### src/rtl/fft_bitrev_buf.sv
// fft_bitrev_buf: ping-pong reorder buffer turning a bit-reversed FFT
// sample stream into natural bin order. One bank fills while the other
// drains; samples pass through untouched.
module fft_bitrev_buf #(
    parameter int N = 4,
    parameter int W = 16
) (
    input  logic         clk,
    input  logic         rst_n,
    input  logic         start_ip,
    input  logic         in_valid,
    input  logic [W-1:0] in_re,
    input  logic [W-1:0] in_im,
    output logic         in_ready,
    output logic         out_valid,
    input  logic         out_ready,
    output logic [W-1:0] out_re,
    output logic [W-1:0] out_im,
    output logic [N-1:0] out_idx,
    output logic         out_last,
    output logic         frame_err
);

    localparam int DEPTH = 1 << N;
    localparam logic [N-1:0] LAST = '1;

    typedef enum logic {IDLE, FILL} state_t;

    state_t         state_q, state_d;
    logic [N-1:0]   wcnt_q, wcnt_d;
    logic [N-1:0]   rcnt_q, rcnt_d;
    logic           wbank_q, wbank_d;
    logic           rbank_q, rbank_d;
    logic [1:0]     full_q, full_d;
    logic           ferr_q, ferr_d;

    // Storage is not reset: the full flags alone decide what is visible.
    logic [2*W-1:0] mem_q [2][DEPTH];

    logic           wr_en;
    logic           rd_en;
    logic [N-1:0]   wr_cnt;
    logic [N-1:0]   wr_addr;
    logic [2*W-1:0] rd_word;

    function automatic logic [N-1:0] bitrev(input logic [N-1:0] x);
        logic [N-1:0] r;
        for (int i = 0; i < N; i++) r[i] = x[N-1-i];
        return r;
    endfunction

    // Next-state: write FSM/counters, read counters, bank full flags.
    always_comb begin
        state_d = state_q;
        wcnt_d  = wcnt_q;
        rcnt_d  = rcnt_q;
        wbank_d = wbank_q;
        rbank_d = rbank_q;
        full_d  = full_q;
        ferr_d  = 1'b0;

        // IDLE only accepts the sample that opens a frame.
        wr_en   = in_valid && in_ready && (state_q == FILL || start_ip);
        wr_cnt  = start_ip ? '0 : wcnt_q;
        wr_addr = bitrev(wr_cnt);
        rd_en   = full_q[rbank_q] && out_ready;

        if (wr_en) begin
            state_d = FILL;
            // A restart mid-frame drops the partial frame in place.
            if (state_q == FILL && start_ip && wcnt_q != '0) ferr_d = 1'b1;
            if (wr_cnt == LAST) begin
                full_d[wbank_q] = 1'b1;
                wbank_d         = ~wbank_q;
                wcnt_d          = '0;
            end else begin
                wcnt_d = wr_cnt + 1'b1;
            end
        end

        // Writing needs an empty bank and reading a full one, so the two
        // updates never target the same flag.
        if (rd_en) begin
            if (rcnt_q == LAST) begin
                full_d[rbank_q] = 1'b0;
                rbank_d         = ~rbank_q;
                rcnt_d          = '0;
            end else begin
                rcnt_d = rcnt_q + 1'b1;
            end
        end
    end

    // Control state registers.
    always_ff @(posedge clk or negedge rst_n) begin
        if (!rst_n) begin
            state_q <= IDLE;
            wcnt_q  <= '0;
            rcnt_q  <= '0;
            wbank_q <= 1'b0;
            rbank_q <= 1'b0;
            full_q  <= '0;
            ferr_q  <= 1'b0;
        end else begin
            state_q <= state_d;
            wcnt_q  <= wcnt_d;
            rcnt_q  <= rcnt_d;
            wbank_q <= wbank_d;
            rbank_q <= rbank_d;
            full_q  <= full_d;
            ferr_q  <= ferr_d;
        end
    end

    // Sample storage write port, bit-reversed address.
    always_ff @(posedge clk) begin
        if (wr_en) mem_q[wbank_q][wr_addr] <= {in_re, in_im};
    end

    assign rd_word   = mem_q[rbank_q][rcnt_q];
    assign in_ready  = !full_q[wbank_q];
    assign out_valid = full_q[rbank_q];
    assign out_re    = out_valid ? rd_word[2*W-1:W] : '0;
    assign out_im    = out_valid ? rd_word[W-1:0]   : '0;
    assign out_idx   = out_valid ? rcnt_q : '0;
    assign out_last  = out_valid && (rcnt_q == LAST);
    assign frame_err = ferr_q;

endmodule

### config.mk
export PLATFORM = sky130hd
export DESIGN_NAME = fft_bitrev_buf
export DESIGN_NICKNAME = d
export VERILOG_FILES = /design/src/rtl/fft_bitrev_buf.sv
export SDC_FILE = /design/constraint.sdc
export NUM_CORES = 1
export LEC_CHECK = 0
export BUFFER_PORTS_ARGS = -buffer_cell sky130_fd_sc_hd__buf_2
export CAP_MARGIN = 20
export CORE_MARGIN = 2
export CORE_UTILIZATION = 59
export DETAILED_ROUTE_END_ITERATION = 10
export GPL_TIMING_DRIVEN = 0
export PLACE_DENSITY = 0.85
export SLEW_MARGIN = 20
export SYNTH_ARGS = -nofsm -noshare
export SYNTH_HDL_FRONTEND = slang
export SYNTH_SLANG_ARGS = --single-unit
### constraint.sdc
create_clock -name clk -period 7 [get_ports clk]
set_input_delay 1.4 -clock clk [delete_from_list [all_inputs] [get_ports clk]]
set_output_delay 1.4 -clock clk [all_outputs]
set_load 0.02 [all_outputs]
==> results by stage <==
Run status:
- The run finished with clean final reports.

Yosys:
- The number of synthesized flops with an enable pin is 1024.
- The total of flip-flops plus latches after synthesis is 1038.
- Dividing the synthesized area by the synthesized cell count gives 22.99 um^2.
- The synthesized cell area is 0.04002 mm^2.
- The Yosys warning count is 0.
- Among all flip-flop cells after synthesis, the most frequent one is edfxtp_1.
- Synthesis produced a netlist whose cell count is 1741.
- The number of nets in the synthesized netlist is 1783.
- The sequential share of the synthesized area is 0.7771.
- Of all flip-flops after synthesis, the portion carrying an async set or reset was 0.01349.
- The count of cell types in the netlist is 47.

Power and ir drop:
- The power density relative to cell area is 278.2 mW/mm^2.
- The analysis attributes to cell leakage a power of 0.01411 uW.
- VDD sags by at most 205.0 uV.

Timing:
- The final worst clock skew is 0.01647 ns.
- In this run the tightest slew margin relative to its limit is 0.1887.
- Setup slack closes at 1.359 ns.
- At the pin with the least slew margin, the transition time is 1.217 ns.
- The number of hold violations in the final report is 0.
- The final-report max-slew violation count is 0.
- Based on the critical path, the design can be clocked at up to 0.1773 GHz.
- The ratio of final minimum period to clock period is 0.8059.
- The final hold slack is 0.5803 ns.
- Setup repair after global routing left no endpoint under its margin.
- The count of endpoints failing setup in the final report is 0.
- The clock period minus final worst setup slack is 5.641 ns.

Critical path:
- The launching element type of the critical path is a flop.
- The critical path in this run is classified as flop to output port.
- In this run the worst path has a maximum fanout of 10.
- STA classifies the critical path endpoint as an output port.
- Data on the critical path is required at its endpoint by 5.60 ns.
- For the worst setup path, the data arrival time is 4.24 ns.

Floorplan:
- The vertical die dimension is 264.4 um.
- The die width is 264.4 um.
- The die covers 0.06993 mm^2.
- 77 I/O pins were placed.
- Row generation in the floorplan step produced 95 rows.
- The initial utilization of the core area, before any placement, comes to 0.5959.
- The placeable core area is 0.06716 mm^2.

Routing:
- Summing over every cut layer, the via total after detailed routing is 21230.
- The met1 wire length is 35270 um.
- The met3 wirelength from detailed routing is 14290 um.
- The detailed-routed wire length on met2 is 56530 um.
- The wire length per cell is 39.06 um.
- The number of nets with antenna violations after routing is 0.
- In the routed design, unresolved DRC markers number 0.
- The aggregate routed wire length is 113900 um.
- The starting DRC count in detailed routing is 3659.
- Signal routing reaches up to met5.
- The detail-routed via count per cell is 7.284.
- The first-pass detailed-route iteration total is 6.

Clocking:
- The TritonCTS clock tree is done.
- The number of buffers on the longest clock path is 3.
- Clock tree synthesis found a total of 1038 sinks.
- The number of setup buffers added after CTS is 0.
- The number of clock buffers added by TritonCTS is 96.
- Post-CTS repair changed the size of 0 cells.
- Clock-pin slew was measured on the worst setup and hold paths at 0.07 ns.
- Hold repair after CTS inserted 0 buffers.
- At the later pin of the worst-skew pair, clock insertion delay measures 0.68 ns.
- The H-tree was split into 3 levels.
- The root buffer cell is clkbuf_16.

Cells and area:
- The finished layout holds 2915 standard cells, fillers aside.
- The library cells used most frequently in the layout, excluding fill and tap cells, are edfxtp_1, mux4_2, buf_2.
- The net count of the finished layout is 2003.
- The library cell used most frequently in the layout, excluding fill and tap cells, is edfxtp_1.
- Once layout is complete, the utilization of the core stands at 0.6806.
- After filler insertion, the fill cell instance count of the layout stands at 3621.
- The share of layout cells above drive strength 1 is 0.2966.
- The area added between synthesis and finish is 14.22%.

Placement:
- The pre-CTS setup slack is 2.446 ns.
- The number of buffer cells added on primary ports is 76.
- The post-detailed-placement half-perimeter wirelength is 65540 um.
- The final estimated routing congestion in global placement is 0.8010.
- After detailed placement, the design holds a cell count of 2736.

Global route:
- The first global-routing pass estimated 160400 um of wire.
- The initial antenna violation count is 3.
- Across every metal layer, demand over resource in global routing totals 0.3311.
- The maximum number of pins on one net before global-route repair is 33.
- The via count of the first global-routing pass is 21890.
- After global routing the overflow that remains totals 0.

Job:
- The count of max-cap constraint violations is 0.

Hold path:
- The path category of the worst min-delay check is flop to flop.
[final cells by class]
class	instances	area, um^2	share of cell area
multi-input cells	609	8605	0.1882
inverters	5	18.77	0.0004106
diodes	2	5.005	0.0001095
clock buffers	114	2470	0.05403
repair buffers	122	1444	0.03159
well taps	873	1092	0.02390
plain buffers	89	534.3	0.01169
flip-flops and latches	1038	31100	0.6804
clock inverters	63	441.7	0.009663
[routing by layer]
metal  vias to the layer above  track usage
li1                       7839            -
met1                     10650       0.4012
met2                      2207       0.5502
met3                       535      0.07747
met4                         2       0.1941
met5                         -            0
[worst paths after layout]
path	startpoint	end	slack, ns	cells past startpoint
setup / recovery	rbank_q	out_re[15]	1.36	8
setup reg to reg	wbank_q	mem_q[1][25]	3.57	5
max in group asynchronous	rst_n	rcnt_q[0]	6.12	1
min in group asynchronous	rst_n	state_q	0.62	1
hold reg to reg	wcnt_q[1]	wcnt_q[1]	0.58	2
hold / removal	wcnt_q[1]	wcnt_q[1]	0.58	2
[flip-flops by register name (all words and copies together), names as in the netlist]
name,cells
wcnt_q,4
rcnt_q,4
frame_err,1
mem_q,1024
full_q,2
state_q,1
rbank_q,1
wbank_q,1
[synthesized netlist by cell type (9+ instances only)]
master / count / area [um^2]
a21oi_1: 9 / 45.04
a22oi_1: 10 / 75.07
buf_2: 58 / 290.3
clkbuf_1: 11 / 41.29
dfrtp_1: 14 / 350.3
edfxtp_1: 1024 / 30750
mux2i_1: 129 / 1291
mux4_1: 13 / 341.6
mux4_2: 238 / 5360
nand2_1: 18 / 67.56
nor2_1: 39 / 146.4
o22ai_1: 59 / 369.1
or2_1: 27 / 168.9
[report_power, final]
part | switching [uW] | internal [uW]
registers | 31.3 | 6900
logic | 475 | 295
clock network | 2330 | 2680
total | 2840 | 9880
[critical path, cell delays in order (launching register included)]
cell and delay [ns]:
dfrtp_1 0.36, buf_4 0.27, mux2i_4 0.49, inv_2 0.19, nand3b_1 0.65, clkbuf_1 0.83
o22ai_1 0.27, or2_1 0.31, buf_2 0.17
[through the flow]
| step | total power (uW) | setup TNS [ns] | cell area [um^2] |
|---|---|---|---|
| 3_3_place_gp | 7698 | -32.05 | 41490 |
| 6_report | 12710 | 0 | 45710 |
| 4_1_cts | 12690 | 0 | 45710 |
| 2_1_floorplan | 7484 | 0 | 40020 |
| 5_1_grt | 12930 | 0 | 45710 |
| 3_5_place_dp | 7784 | 0 | 42790 |
[cells by family (layout without fill, tap and decap cells)]
family / after synthesis / count (layout) / share of synthesized area
AOI/OAI and AO/OA: 95 / 95 / 0.01513
xor gates and xnor gates: 2 / 2 / 0.0004378
adders and majority gates: 5 / 5 / 0.001563
buffers and inverters: 94 / 393 / 0.01382
DFF: 1038 / 1038 / 0.7771
muxes: 386 / 386 / 0.1767
other: 0 / 2 / 0
and+or+nand+nor: 121 / 121 / 0.01523
Power figures use the tool's default switching activity.
